File: src/rtl/lvds_pkg.sv
// Shared constants and types for the 7:1 LVDS serializer.
// No ports; imported by lvds_ser7_tx and its bench.
package lvds_pkg;

  localparam int LVDS_WORD_W = 7;
  localparam logic [6:0] LVDS_IDLE_PAT = 7'b1100011;
  localparam int LVDS_UFLOW_W = 16;

  typedef logic [6:0] lvds_word_t;

endpackage

File: src/rtl/lvds_ser7_tx.sv
// 7:1 serializer: hold register + shift register, idle fill on underflow,
// one-bit word-boundary slip. LSB of each word goes out first.
// Ports: clk, rst_n (sync, active-low), din/din_valid/din_ready,
//   bitslip, sdo, sdo_frame, uflow, uflow_cnt.
// Build option: LVDS_SER7_UFLOW_CNT_EN enables the saturating underflow
//   counter; without it uflow_cnt is tied to 0.
module lvds_ser7_tx
  import lvds_pkg::*;
#(
  parameter int WORD_W = LVDS_WORD_W,
  parameter logic [LVDS_WORD_W-1:0] IDLE_PAT = LVDS_IDLE_PAT,
  parameter int UFLOW_W = LVDS_UFLOW_W
) (
  input  logic               clk,
  input  logic               rst_n,
  input  logic [WORD_W-1:0]  din,
  input  logic               din_valid,
  output logic               din_ready,
  input  logic               bitslip,
  output logic               sdo,
  output logic               sdo_frame,
  output logic               uflow,
  output logic [UFLOW_W-1:0] uflow_cnt
);

  localparam logic [2:0] LAST = 3'(WORD_W - 1);

  logic [WORD_W-1:0] r_sh;
  logic [2:0]        r_bit_cnt;
  logic [WORD_W-1:0] r_hold;
  logic              r_hold_vld;
  logic              r_uflow;

  logic w_load;
  logic w_accept;
  logic w_uf;

  // A slip cycle stretches the current bit, so it also defers the load.
  assign w_load   = (r_bit_cnt == LAST) && !bitslip;
  assign w_uf     = w_load && !r_hold_vld;
  assign din_ready = !r_hold_vld || w_load;
  assign w_accept = din_valid && din_ready;

  assign sdo       = r_sh[0];
  assign sdo_frame = (r_bit_cnt == 3'd0);
  assign uflow     = r_uflow;

  always_ff @(posedge clk) begin
    if (!rst_n) begin
      r_sh       <= IDLE_PAT;
      r_bit_cnt  <= 3'd0;
      r_hold     <= '0;
      r_hold_vld <= 1'b0;
      r_uflow    <= 1'b0;
    end else begin
      r_uflow <= 1'b0;
      if (bitslip) begin
        r_sh      <= r_sh;
        r_bit_cnt <= r_bit_cnt;
      end else if (w_load) begin
        r_sh      <= r_hold_vld ? r_hold : IDLE_PAT;
        r_bit_cnt <= 3'd0;
        r_uflow   <= !r_hold_vld;
      end else begin
        r_sh      <= r_sh >> 1;
        r_bit_cnt <= r_bit_cnt + 3'd1;
      end
      // Accept wins over load-clear: the old word moves to sh,
      // the new word takes its place in hold.
      if (w_accept) begin
        r_hold     <= din;
        r_hold_vld <= 1'b1;
      end else if (w_load) begin
        r_hold_vld <= 1'b0;
      end
    end
  end

`ifdef LVDS_SER7_UFLOW_CNT_EN
  logic [UFLOW_W-1:0] r_uflow_cnt;

  // Counts on the same edge that raises uflow, so both move together.
  always_ff @(posedge clk) begin
    if (!rst_n) begin
      r_uflow_cnt <= '0;
    end else if (w_uf && (r_uflow_cnt != '1)) begin
      r_uflow_cnt <= r_uflow_cnt + UFLOW_W'(1);
    end
  end

  assign uflow_cnt = r_uflow_cnt;
`else
  assign uflow_cnt = '0;
`endif

endmodule

File: config.mk
export PLATFORM = sky130hd
export DESIGN_NAME = lvds_ser7_tx
export DESIGN_NICKNAME = d
export VERILOG_FILES = /design/src/rtl/lvds_pkg.sv /design/src/rtl/lvds_ser7_tx.sv
export SDC_FILE = /design/constraint.sdc
export NUM_CORES = 1
export LEC_CHECK = 0
export ABC_CLOCK_PERIOD_IN_PS = 2250
export BUFFER_PORTS_ARGS = -buffer_cell sky130_fd_sc_hd__buf_4
export CAP_MARGIN = 20
export CORE_MARGIN = 10
export CORE_UTILIZATION = 53
export CTS_CLUSTER_SIZE = 20
export DETAILED_ROUTE_END_ITERATION = 10
export PLACE_DENSITY = 0.94
export SLEW_MARGIN = 20
export SYNTH_ARGS = -nofsm -noshare
export SYNTH_HDL_FRONTEND = slang
export SYNTH_SLANG_ARGS = --single-unit
File: constraint.sdc
create_clock -name clk -period 2.25 [get_ports clk]
set_input_delay 0.45 -clock clk [delete_from_list [all_inputs] [get_ports clk]]
set_output_delay 0.45 -clock clk [all_outputs]
set_load 0.1 [all_outputs]
# Word-level counts from Yosys, hierarchy flattened
# Cells that the tools add are included.
# word_totals
ff_bits	19
in_bits	11
output_inout_bits	20
elab_cells	22
# op_classes
n_addsub	1
eq_ne	1
mux	5
n_bitwise	2
reduce_logical	8
# ops
op	n
7-bit 2-to-1 mux	2
3-bit by 1-bit adder with 3-bit output (second input constant)	1
3-bit == test (second input constant)	1
3-bit logical NOT	1
3-bit 2-to-1 mux	1
3-bit OR reduction	1
1-bit logical AND	2
1-bit logical NOT	2
1-bit 2-to-1 mux	2
1-bit NOT	2
2-bit nonzero test	1
1-bit logical OR	1

# Depth between registers and ports, before layout
# Gate-level depths: netlist (run 1).
# logic_depth
word_depth	5
mapped_depth	7
ltp_nobuf	5

# Least setup slack after synthesis (run 1)
# OpenSTA, ideal clock, no wires.
# synth_timing
path_kind	register to output
startpoint	reg r_bit_cnt[0]
endpoint	out sdo_frame
t_arrival_ns	1.867
slack_ns	-0.067
path_stages_with_launch	4
path_buffers	0
path_cell_list	dfxtp_1 > inv_1 > ha_1 > nor2b_1
# synth_via
elab_chain_len	1
# synth_rtl
element	line_no	rtl
from (decl)	lvds_ser7_tx.sv:29	logic [2:0] r_bit_cnt;
from (signal assigned)	lvds_ser7_tx.sv:59	r_bit_cnt <= r_bit_cnt;
from (signal assigned)	lvds_ser7_tx.sv:66	r_bit_cnt <= r_bit_cnt + 3'd1;
3-bit logical NOT	lvds_ser7_tx.sv:45	assign sdo_frame = (r_bit_cnt == 3'd0);
to (decl)	lvds_ser7_tx.sv:21	output logic sdo_frame,
# Every way passes these cells.

# Final worst setup path (run 1)
# layout_timing
startpoint	reg r_bit_cnt[0]
endpoint	out din_ready
# layout_via
elab_chain_len	3
# layout_rtl
element	line_no	rtl
3-bit == test	lvds_ser7_tx.sv:39	assign w_load = (r_bit_cnt == LAST) && !bitslip;
1-bit logical AND	lvds_ser7_tx.sv:39	
1-bit logical OR	lvds_ser7_tx.sv:41	assign din_ready = !r_hold_vld || w_load;
to (decl)	lvds_ser7_tx.sv:18	output logic din_ready,
# Every way passes these cells.

==> flow_summary.ini, run 1 <==
[cts]
htree_num_levels = 1
ctsHoldBuffers = 0
cts_root_buf = clkbuf_4
cts.clk_slew.worst_paths_ns = 0.11
cts_post_setup_buffers_inserted = 0
cts_tree = done
worstSkewPairLatency_ns = 0.30
cts_buffer_depth = 2
cts_sinks = 19
cts_resized = 0
cts_made_buffers = 3

[drt]
viasPerCell = 4.84
post_drt_wl_per_cell_um = 12.6
via_count = 736
totalWireLength_um = 1920
drcViolationCount = 0
firstDrtPassIters = 4
drt_iter0_markers = 19
ant_nets = 0

[sta]
worst_slack_ns = 0.201
fin_crit_ns = 2.05
tightest_slew_ns = 0.502
max_slew_margin = 0.663
setup_viol = 0
hold_violations = 0
drv_slew = 0
period_share = 0.911
fmax_mhz = 488
rsz0062_at_grt = no
tns_ns = 0
skew_ns = 0.00489

[power]
ir_worst_vdd_v = 0.000451
p_int_mw = 0.470
switchingPower_mw = 0.309
sw_frac_of_total = 0.396
p_seq_frac = 0.480
pwr_density_cell_nw_per_um2 = 734
p_total_mw = 0.778
clkPwrFrac = 0.221
leakagePower_nw = 0.488
combPwrFrac = 0.299

[global_routing]
antenna_found_initial = 0
grt_use_total = 0.0979
grt_pass1_wl_um = 3270
grt_max_degree = 27
gr-total-overflow = 0
grt_pass1_vias = 746

[logic_synthesis]
yosysWarnings = 0
synth_seq_cells = 19
async_reset_ff_frac = 0
seq_area_frac_synth = 0.378
synth.avg_cell_area_um2 = 8.54
syn_area_um2 = 1010
synth_largest_area_cell = dfxtp_1
synth_cell_types = 25
synth_ff_type = dfxtp_1
synth_area_leaders = dfxtp_1 (38%), buf_4 (13%), nand2_1 (9.3%), mux2i_1 (7.0%), ha_1 (3.7%)
syn-instance-count = 118
synth_top_area_frac = 0.378
synth_enable_flop_cells = 0

[die]
die_area_um2 = 4040
ios = 31
placementRows = 15
start_util = 0.571
die_w_um = 63.6
design.core.area_um2 = 1760
die_h_um = 63.6

[setup_path]
critPathLaunchType = register
cp.required_ns = 1.80
cp_max_fo = 8
end_kind = output pin
path_class = reg2out
worstPathArrival_ns = 1.60

[placed_design]
dp_hpwl_um = 1510
preCtsSetupSlack_ns = 0.544
placed_cells = 148
gp_congestion = 0.735
io_buffers = 14

[min_path]
hold_class = in2reg

[layout]
area_growth_pct = 5.22
fillers = 160
layout-drive-gt1-share = 0.157
n_antenna_cell = 0
finalNonFillerCells = 152
nets = 142
final_util = 0.601

[job]
drv_cap = 0

[run_status]
status = finished clean
## power groups by stage
stage,combinational [mW],clock (mW),sequential [mW]
after floorplan,0.223,0,0.382
after global placement,0.228,0,0.379
after detailed placement,0.232,0,0.380
after CTS,0.232,0.175,0.373
after global routing,0.246,0.192,0.376
final,0.233,0.172,0.373
## Yosys cell counts (all sizes together) (2+ instances only)
cell type	n
clkbuf	2
dfxtp	19
o211ai	3
buf	22
ha	3
a21boi	3
inv	3
nand4b	3
o21ai	7
a21oi	2
a31oi	3
nor2	2
nor2b	4
nand2	25
mux2i	7
nand3	4
## kinds of logic (layout without fill, tap and decap cells)
| group | after synthesis | in the layout | share of synthesized area |
|---|---|---|---|
| AO/OA/AOI/OAI | 20 | 20 | 0.128 |
| flip-flops | 19 | 19 | 0.378 |
| multiplexers | 7 | 7 | 0.0696 |
| other | 1 | 16 | 0.00372 |
| AND/OR/NAND/NOR | 41 | 41 | 0.205 |
| buffers and inverters | 27 | 21 | 0.179 |
| adder cells (fa/ha/maj) | 3 | 3 | 0.0373 |
## worst max-delay path: stages, from the launching register on
cell and delay [ns]:
dfxtp_1 0.35, inv_1 0.09, ha_1 0.35, nand3b_4 0.13, nand2_1 0.09, buf_4 0.29
## final timing paths
kind,startpoint,endpoint,slack (ns),depth (start not counted)
hold reg to reg,r_hold[0],r_hold[0],0.46,2
setup / recovery,r_bit_cnt[0],din_ready,0.20,5
setup reg to reg,r_bit_cnt[0],r_hold[6],0.57,5
hold / removal,din[0],r_hold[0],0.39,3
## flip-flops by register name, summed over array words and instances, names as in the netlist
| register | flops |
|---|---|
| r_bit_cnt | 3 |
| r_hold_vld | 1 |
| r_sh | 7 |
| r_hold | 7 |
| uflow | 1 |
## cell usage in the layout (no fill, tap or decap), types with 4 or more instances in the layout
cell type   n
buf_4      14
conb_1     16
dfxtp_1    19
mux2i_1     7
nand2_1    25
nand3_1     4
o21ai_0     7
## final cells by class
type | instances | area, um2 | share of cell area
Clock buffer | 4 | 26.3 | 0.0248
Inverter | 3 | 11.3 | 0.0106
Multi-Input combinational cell | 87 | 505 | 0.477
Sequential cell | 19 | 380 | 0.359
Tap cell | 25 | 31.3 | 0.0295
Timing Repair Buffer | 14 | 105 | 0.0992
## layer usage
metal | up-vias | GRT usage | part of all wire
met4 | 0 | 0.0492 | 0.015
met2 | 23 | 0.172 | 0.49
li1 | 379 | - | -
met3 | 4 | 0.0389 | 0.075
met5 | - | 0 | 0
met1 | 330 | 0.0972 | 0.42
## metrics by stage
step	hold WS (ns)	instance area [um2]
global placement	0.446	1030
finish	0.391	1060
floorplan	0.430	1070
detailed placement	0.449	1030
global route	0.379	1060
CTS	0.389	1060
Power figures use the tool's default switching activity.
==> inputs of run 2 (changes only) <==
--- a/config.mk
+++ b/config.mk
@@ -8,11 +8,12 @@
 export ABC_CLOCK_PERIOD_IN_PS = 2250
 export BUFFER_PORTS_ARGS = -buffer_cell sky130_fd_sc_hd__buf_4
 export CAP_MARGIN = 20
+export CORE_ASPECT_RATIO = 0.5
 export CORE_MARGIN = 10
-export CORE_UTILIZATION = 53
+export CORE_UTILIZATION = 30
 export CTS_CLUSTER_SIZE = 20
 export DETAILED_ROUTE_END_ITERATION = 10
-export PLACE_DENSITY = 0.94
+export PLACE_DENSITY = 0.64
 export SLEW_MARGIN = 20
 export SYNTH_ARGS = -nofsm -noshare
 export SYNTH_HDL_FRONTEND = slang
==> flow_summary.ini, run 2 (synthesized netlist as in run 1, its figures left out) <==
[placed_design]
io_buffers = 14
preCtsSetupSlack_ns = 0.514
postPlaceCellArea_um2 = 1050
gp_congestion = 0.717
placed_cells = 163

[global_routing]
grt_pass1_wl_um = 3220
grt_use_total = 0.0634
antenna_found_initial = 0
grt_max_degree = 27
grt_pass1_vias = 706
gr-total-overflow = 0

[cts]
htree_num_levels = 1
worstSkewPairLatency_ns = 0.25
cts.clk_slew.worst_paths_ns = 0.07
cts_sinks = 19
cts_resized = 0
cts_buffer_depth = 2
cts_made_buffers = 3
cts_root_buf = clkbuf_8
ctsHoldBuffers = 0
cts_tree = done
cts_post_setup_buffers_inserted = 0

[sta]
rsz0062_at_grt = no
period_share = 0.885
tightest_slew_ns = 0.553
max_slew_margin = 0.629
hold_violations = 0
drv_slew = 0
fin_crit_ns = 1.99
skew_ns = 0.00116
fmax_mhz = 502
whs_ns = 0.439
tns_ns = 0
setup_viol = 0
worst_slack_ns = 0.259

[layout]
layout-drive-gt1-share = 0.157
area_growth_pct = 8.94
most-common-layout-cells = nand2_1 (25), dfxtp_1 (19), conb_1 (16), buf_4 (14)
layout_commonest_cell = nand2_1
final_area_um2 = 1100
n_antenna_cell = 0
reg_top3 = r_hold x7, r_sh x7, r_bit_cnt x3
nets = 142
finalNonFillerCells = 167

[setup_path]
worstPathArrival_ns = 1.54
cp.required_ns = 1.80
end_kind = output pin
r2r_setup_slack_ns = 0.54
path_class = reg2out
critPathLaunchType = register
cp_max_fo = 8

[power]
sw_frac_of_total = 0.372
leakagePower_nw = 0.496
pwr_density_cell_nw_per_um2 = 764
combPwrFrac = 0.278
p_int_mw = 0.527
ir_worst_vdd_v = 0.000221
p_seq_frac = 0.445
switchingPower_mw = 0.312
clkPwrFrac = 0.277

[drt]
firstDrtPassIters = 3
via_count = 740
viasPerCell = 4.43
post_drt_wl_per_cell_um = 11.7
drcViolationCount = 0
drt_iter0_markers = 53
ant_nets = 0
totalWireLength_um = 1960

[die]
die_h_um = 61.0
placementRows = 14
start_util = 0.325
die_w_um = 102
design.core.area_um2 = 3100
ios = 31
die_area_um2 = 6220

[min_path]
hold_class = in2reg

[run_status]
status = finished clean

[job]
drv_cap = 0
run 2: metrics by stage:
| step | util | total power, mW |
|---|---|---|
| 3_5_place_dp | 0.339 | 0.614 |
| 4_1_cts | 0.354 | 0.844 |
| 3_3_place_gp | 0.339 | 0.610 |
| 2_1_floorplan | - | 0.605 |
| 6_report | 0.354 | 0.838 |
| 5_1_grt | 0.354 | 0.880 |
run 2: cell type report:
cell class,count,area (um2)
Timing Repair Buffer,14,105
Fill cell,337,2000
Multi-Input combinational cell,87,505
Sequential cell,19,380
Tap cell,40,50.0
Clock buffer,4,45.0
Inverter,3,11.3
run 2: path summary, 6_finish.rpt:
check                           cells after the start          to          from
worst min-delay path                                3  r_hold_vld     din_valid
worst min register to register                      2   r_hold[6]     r_hold[6]
worst max-delay path                                5   din_ready  r_bit_cnt[0]
worst max register to register                      5   r_hold[2]  r_bit_cnt[0]
run 2: power groups by stage:
stage          sequential (mW)  combinational [mW]  clock [mW]
2_1_floorplan            0.382               0.223           0
3_3_place_gp             0.379               0.230           0
3_5_place_dp             0.380               0.234           0
4_1_cts                  0.372               0.234       0.238
5_1_grt                  0.376               0.246       0.258
6_report                 0.373               0.233       0.232
run 2: layer usage:
metal / routed length (um) / track usage / vias to the layer above
li1: - / - / 380
met1: 964 / 0.0796 / 334
met2: 836 / 0.102 / 24
met3: 148 / 0.0181 / 2
met4: 9 / 0.0239 / 0
met5: 0 / 0 / -
run 2: worst max-delay path: stages (launching register included):
cell and delay, ns:
dfxtp_1 0.34, inv_1 0.09, ha_1 0.36, nand3b_4 0.13, nand2_1 0.09, buf_4 0.29
